--- config.mk ---
export PLATFORM = sky130hd
export DESIGN_NAME = mips_regfile_dump
export DESIGN_NICKNAME = d
export VERILOG_FILES = /design/src/rtl/mips_regfile_dump.sv
export SDC_FILE = /design/constraint.sdc
export NUM_CORES = 2
export LEC_CHECK = 0
export ABC_CLOCK_PERIOD_IN_PS = 3500
export BUFFER_PORTS_ARGS = -buffer_cell sky130_fd_sc_hd__clkbuf_2
export CAP_MARGIN = 20
export CELL_PAD_IN_SITES_DETAIL_PLACEMENT = 1
export CELL_PAD_IN_SITES_GLOBAL_PLACEMENT = 2
export CORE_UTILIZATION = 50
export CTS_BUF_LIST = sky130_fd_sc_hd__clkbuf_4 sky130_fd_sc_hd__clkbuf_8
export CTS_CLUSTER_DIAMETER = 60
export CTS_CLUSTER_SIZE = 28
export DETAILED_ROUTE_END_ITERATION = 8
export GPL_ROUTABILITY_DRIVEN = 0
export PLACE_DENSITY = 0.94
export SYNTH_ARGS = -nofsm -noshare
export SYNTH_HDL_FRONTEND = slang
export SYNTH_SLANG_ARGS = --single-unit
--- constraint.sdc ---
create_clock -name clk -period 3.5 [get_ports clk]
set_input_delay 0.35 -clock clk [delete_from_list [all_inputs] [get_ports clk]]
set_output_delay 0.35 -clock clk [all_outputs]
set_load 0.01 [all_outputs]
--- src/rtl/mips_regfile_dump.sv ---
// mips_regfile_dump: MIPS general-purpose register file with a debug dump engine.
// 2^ADDR_W words of WIDTH bits, one synchronous write port, two combinational
// read ports, register 0 hardwired to zero. The dump engine streams every
// register out over a valid/ready handshake without blocking datapath writes.
// Optional build macro: REGFILE_BYPASS_EN enables write-to-read forwarding on
// the read ports (the dump path always shows stored contents).
module mips_regfile_dump #(
    parameter int WIDTH  = 32,
    parameter int ADDR_W = 5
) (
    input  logic              clk,
    input  logic              rst,
    input  logic              w_enable,
    input  logic [ADDR_W-1:0] w_addr,
    input  logic [WIDTH-1:0]  data_in,
    input  logic [ADDR_W-1:0] r_addr_a,
    input  logic [ADDR_W-1:0] r_addr_b,
    output logic [WIDTH-1:0]  data_out_a,
    output logic [WIDTH-1:0]  data_out_b,
    input  logic              dump_start,
    input  logic              dump_ready,
    output logic              dump_valid,
    output logic [ADDR_W-1:0] dump_addr,
    output logic [WIDTH-1:0]  dump_data,
    output logic              dump_busy
);

    localparam int DEPTH = 1 << ADDR_W;

    typedef enum logic {IDLE, SEND} state_t;

    typedef struct packed {
        logic              valid;
        logic [ADDR_W-1:0] addr;
        logic [WIDTH-1:0]  data;
    } beat_t;

    logic [DEPTH-1:0][WIDTH-1:0] regs;
    state_t                      state, state_nxt;
    logic [ADDR_W-1:0]           idx, idx_nxt;
    beat_t                       beat;

    // Storage: async clear, reg 0 is never written so it stays zero.
    always_ff @(posedge clk or negedge rst) begin
        if (!rst)
            regs <= '0;
        else if (w_enable && w_addr != '0)
            regs[w_addr] <= data_in;
    end

    // Read port A: stored value, optionally forwarded from the write port.
    always_comb begin
        data_out_a = regs[r_addr_a];
`ifdef REGFILE_BYPASS_EN
        // Forwarding is gated by reset so outputs stay zero while held in reset.
        if (rst && w_enable && w_addr != '0 && w_addr == r_addr_a)
            data_out_a = data_in;
`endif
    end

    // Read port B: same as port A, independent forwarding decision.
    always_comb begin
        data_out_b = regs[r_addr_b];
`ifdef REGFILE_BYPASS_EN
        if (rst && w_enable && w_addr != '0 && w_addr == r_addr_b)
            data_out_b = data_in;
`endif
    end

    // Dump FSM state and beat index register.
    always_ff @(posedge clk or negedge rst) begin
        if (!rst) begin
            state <= IDLE;
            idx   <= '0;
        end else begin
            state <= state_nxt;
            idx   <= idx_nxt;
        end
    end

    // Dump FSM next state and beat contents; data is read straight from storage,
    // so a write to the held register shows up the cycle after its edge.
    always_comb begin
        state_nxt = state;
        idx_nxt   = idx;
        beat      = '0;
        case (state)
            IDLE: begin
                if (dump_start) begin
                    state_nxt = SEND;
                    idx_nxt   = '0;
                end
            end
            SEND: begin
                beat.valid = 1'b1;
                beat.addr  = idx;
                beat.data  = regs[idx];
                if (dump_ready) begin
                    if (idx == '1) begin
                        state_nxt = IDLE;
                        idx_nxt   = '0;
                    end else begin
                        idx_nxt = idx + 1'b1;
                    end
                end
            end
            default: begin
                state_nxt = IDLE;
                idx_nxt   = '0;
            end
        endcase
    end

    assign dump_valid = beat.valid;
    assign dump_busy  = beat.valid;
    assign dump_addr  = beat.addr;
    assign dump_data  = beat.data;

endmodule
# --- Yosys cells after proc, flatten, opt, wreduce, memory -nomap -nowiden ---
# Cells that the tools add are included.
word_totals:
  reg_bits: 1030
  inputBits: 52
  wordCells: 66
classes:
  add_sub_neg: 1
  magnitude_cmp: 5
  n_eq_ne: 3
  muxes: 18
  bitwise: 1
  n_reduce_logical: 4
ops:
  columns: ["op", "n"]
  rows:
  - ["1024-bit bitwise mux", 1]
  - ["32-bit binary-select mux with 5-bit select", 3]
  - ["32-bit demux with 5-bit select", 1]
  - ["32-bit two-way mux", 4]
  - ["38-bit two-way mux", 1]
  - ["5-bit by 6-bit < comparator with 1-bit output, second input constant", 4]
  - ["5-bit two-way mux", 3]
  - ["5-bit one-hot mux with 2 select lines", 1]
  - ["5-bit by 1-bit adder with 5-bit output, second input constant", 1]
  - ["5-bit == test, second input constant", 1]
  - ["5-bit by 1-bit >= comparator with 1-bit output, second input constant", 1]
  - ["5-bit nonzero test", 1]
  - ["2-bit != test, second input constant", 2]
  - ["1-bit two-way mux", 3]
  - ["1-bit logical AND", 2]
  - ["1-bit one-hot mux with 2 select lines", 1]
  - ["2-bit AND reduction", 1]
  - ["1-bit NOT", 1]

# --- Logic depth before layout (Yosys ltp) ---
depth:
  word_depth: 5
  ltp_mapped: 9
  ltp_nobuf: 7

# --- Least setup slack after synthesis ---
# Ideal clock, no wire load.
synth_path:
  path_type: "input -> output"
  startpoint: "input port r_addr_a[0]"
  endpoint: "output port data_out_a[0]"
  t_arrival_ns: 2.149
  required_time_ns: 3.150
  setup_slack_ns: 1.001
  stages: 6
  path_buffers: 3
  cell_sequence: "clkbuf_1 buf_6 buf_6 mux4_2 mux4_2 mux2_2"
synth_via:
  elab_chain_cells: 2
synth_lines:
  columns: ["item", "line_no", "text"]
  rows:
  - ["from (decl)", "16", "input logic [ADDR_W-1:0] r_addr_a,"]
  - ["32-bit binary-select mux with 5-bit select", "53", "data_out_a = regs[r_addr_a];"]
  - ["32-bit two-way mux (not written as such)", "53", null]
  - ["to (decl)", "18", "output logic [WIDTH-1:0] data_out_a,"]
# Every way passes these cells. The select of a mux whose other input is x is not followed.

# --- Final worst setup path ---
layout_path:
  startpoint: "register state"
  endpoint: "output port dump_data[17]"
layout_via:
  elab_chain_cells: 1
layout_lines:
  columns: ["item", "line_no", "text"]
  rows:
  - ["from (decl)", "39", "state_t state, state_nxt;"]
  - ["from (signal assigned)", "76", "state <= state_nxt;"]
  - ["38-bit two-way mux", "87", "case (state)"]
  - ["to (decl)", "24", "output logic [WIDTH-1:0] dump_data,"]
# Every way passes these cells.

==> flow_metrics.py <==
metrics = {
    "place": {
        "dp.final_hpwl_mm": 129.5,
        "place_ws_ns": 0.1741,
        "portBuffers": 154,
        "place_area_sq_um": 66040,
    },
    "timing": {
        "setup_viol": 25,
        "rsz0062_at_grt": "true",
        "tns_ns": -1.751,
        "max_slew_margin": 0.1972,
        "fin_crit_ns": 3.677,
        "finalCritPeriodShare": 1.051,
        "fmax_ghz": 0.2719,
        "finalMaxSlewViolations": 0,
        "tightest_slew_ns": 1.204,
        "skew_ns": 0.02233,
        "fin_ws_ns": -0.1772,
        "final-hold-violation-count": 0,
    },
    "global_route": {
        "antenna_found_initial": 13,
        "grt_pass1_vias": 46750,
        "grt_pass1_wl_mm": 340.1,
        "track_usage": 0.3740,
        "grt_max_degree": 105,
        "overflow": 0,
    },
    "critical_path": {
        "critPathMostFrequentCell": "buf_4",
        "r2r_setup_slack_ns": 0.24,
        "path_max_fanout": 19,
        "cp_top_family": "flip-flops",
        "cp-end-kind": "output pin",
        "cp.arrival_ns": 3.33,
        "crit_slowest_cell": "dfrtp_2",
        "crit_type": "flip-flop to output pin",
        "path_buf_inv": 3,
        "cpPeakStageDelay_ns": 1.12,
        "path_cells": "buf_4 -> o21ai_2 -> nor4_4 -> buf_4 -> clkbuf_2",
        "timing.rr.end": "idx[2]",
        "required_ns": 3.15,
        "cp-start-kind": "flip-flop",
        "r2r_start": "idx[1]",
        "worstRegToRegCells": 10,
    },
    "power_and_ir_drop": {
        "peakVddDrop_mv": 0.5279,
        "power_density_nw_per_um2": 629.8,
        "power_leakage_nw": 29.37,
    },
    "clock_tree": {
        "clk_pin_slew_worst_paths_ns": 0.12,
        "clock-sinks": 1030,
        "htree_levels": 3,
        "cts_tree": "yes",
        "cts.path.max_buffers": 3,
        "cts_buffers": 91,
        "ctsRootBufferMaster": "clkbuf_8",
        "clk_latency_ns": 0.86,
    },
    "synthesis": {
        "yosys_warnings": 0,
        "synth_area_sq_um": 62510,
        "avgSynthCellArea_sq_um": 15.88,
        "syn_inst": 3937,
        "yosysSeqAreaShare": 0.4123,
        "yosys_register_bits": 1030,
        "synth_cell_type_count": 29,
        "syn_nets": 3991,
    },
    "detailed_routing": {
        "drt_wl_total_mm": 237.7,
        "first_pass_iters": 8,
        "drc": 24,
        "first_iter_violations": 6591,
        "vias_per_cell": 7.775,
        "wl_per_cell_um": 41.90,
        "vias": 44120,
        "ant_nets": 0,
    },
    "outcome": {
        "violations": "design-rule violations, negative setup slack",
        "status": "finished with violations",
    },
    "floorplanning": {
        "die_w_um": 355.6,
        "boundaryPins": 155,
        "start_util": 0.5049,
        "fp.coreArea_sq_um": 123800,
        "die_area_sq_um": 126400,
        "num_rows": 129,
        "die_h_um": 355.6,
    },
    "cells_and_area": {
        "fin_util": 0.5668,
        "layout_commonest_cell": "mux2_2",
        "stdcell_area_sq_um": 70170,
        "area_growth_pct": 12.25,
        "nNetsFinal": 4015,
        "final_cell_mix": "mux2_2, dfrtp_1, mux4_2",
        "nFillCells": 10940,
        "drive_above_1_share": 0.6588,
    },
    "min_path": {
        "hp-class": "input pin to async pin",
    },
    "run": {
        "cap_violations": 0,
    },
}
flip-flops by register name, indices dropped and copies added (netlist names):
name   count
idx        5
state      1
regs    1024
cells in the mapped netlist (all sizes together):
library cell	number	share of area
mux2	1090	0.20
dfrtp	1030	0.41
mux4	832	0.30
clkbuf	293	0.018
buf	188	0.016
mux2i	131	0.021
nor2b	66	0.0066
a22oi	65	0.0078
a211oi	64	0.0077
o21ai	37	0.0030
a21oi	33	0.0026
nor4	32	0.0032
nand2	20	0.0012
nor2	20	0.0012
nand2b	8	0.00080
and2	6	0.00060
nor3b	5	0.00060
nand3b	4	0.00048
and3	3	0.00030
ha	2	0.00040
nand3	2	0.00016
or2	2	0.00020
a31oi	1	0.00010
and3b	1	0.00014
nor3	1	0.000080
or3b	1	0.00014
per-layer routing:
layer / track usage / share of wire / routed length (um)
met1: 0.4823 / 0.35 / 82570
met2: 0.5616 / 0.46 / 109300
met3: 0.1096 / 0.12 / 29390
met4: 0.2272 / 0.068 / 16250
met5: 0 / 0.00085 / 202
cell families after synthesis:
logic type,share of synthesized area
AO/OA/AOI/OAI,0.02120
multiplexers,0.5171
adder cells (fa/ha/maj),0.0004003
AND/OR/NAND/NOR,0.01571
flip-flops,0.4123
buffers and inverters,0.03325
stage by stage:
step	hold slack, ns	total power, mW	std cells
4_1_cts	0.1439	42.68	5655
3_5_place_dp	0.4059	32.71	5444
3_3_place_gp	0.3972	31.60	5442
2_1_floorplan	0.05441	26.37	3937
6_report	0.1274	44.19	5674
5_1_grt	0.1797	45.25	5674
worst max-delay path by stage:
stage / from / cells past startpoint / slack [ns] / end
after floorplan: r_addr_a[0] / 6 / 1.00 / data_out_a[0]
after global placement: w_addr[2] / 4 / 0.24 / regs[144]
after detailed placement: idx[2] / 5 / 0.17 / dump_data[11]
after CTS: idx[0] / 7 / -0.07 / dump_data[10]
after global routing: idx[0] / 8 / -0.17 / dump_data[5]
final: state / 5 / -0.18 / dump_data[17]
final cells by class:
cell class	count	area (sq um)	area share
clock inverters	68	808.3	0.01152
flip-flops and latches	1030	25790	0.3675
well taps	1637	2048	0.02919
repair buffers	412	4449	0.06341
diodes	1	2.502	0.00003566
multi-input cells	2426	35710	0.5090
clock buffers	100	1358	0.01935
timing repair:
action | CTS | global route
gates cloned | 15 | 5
pin swaps | 31 | 29
gates resized for setup | 166 | 75
endpoints found under the hold margin | 65 | 0
endpoints found under the setup margin | 32 | 31
setup buffers | 27 | 13
hold buffers | 4 | 0
power breakdown:
part           switching, mW  internal [mW]  leakage (nW)
sequential              2.74           14.2          13.2
clock                   5.29           3.27          1.08
combinational           9.26           9.47          15.1
No activity file was read; power rests on OpenSTA's default activity.
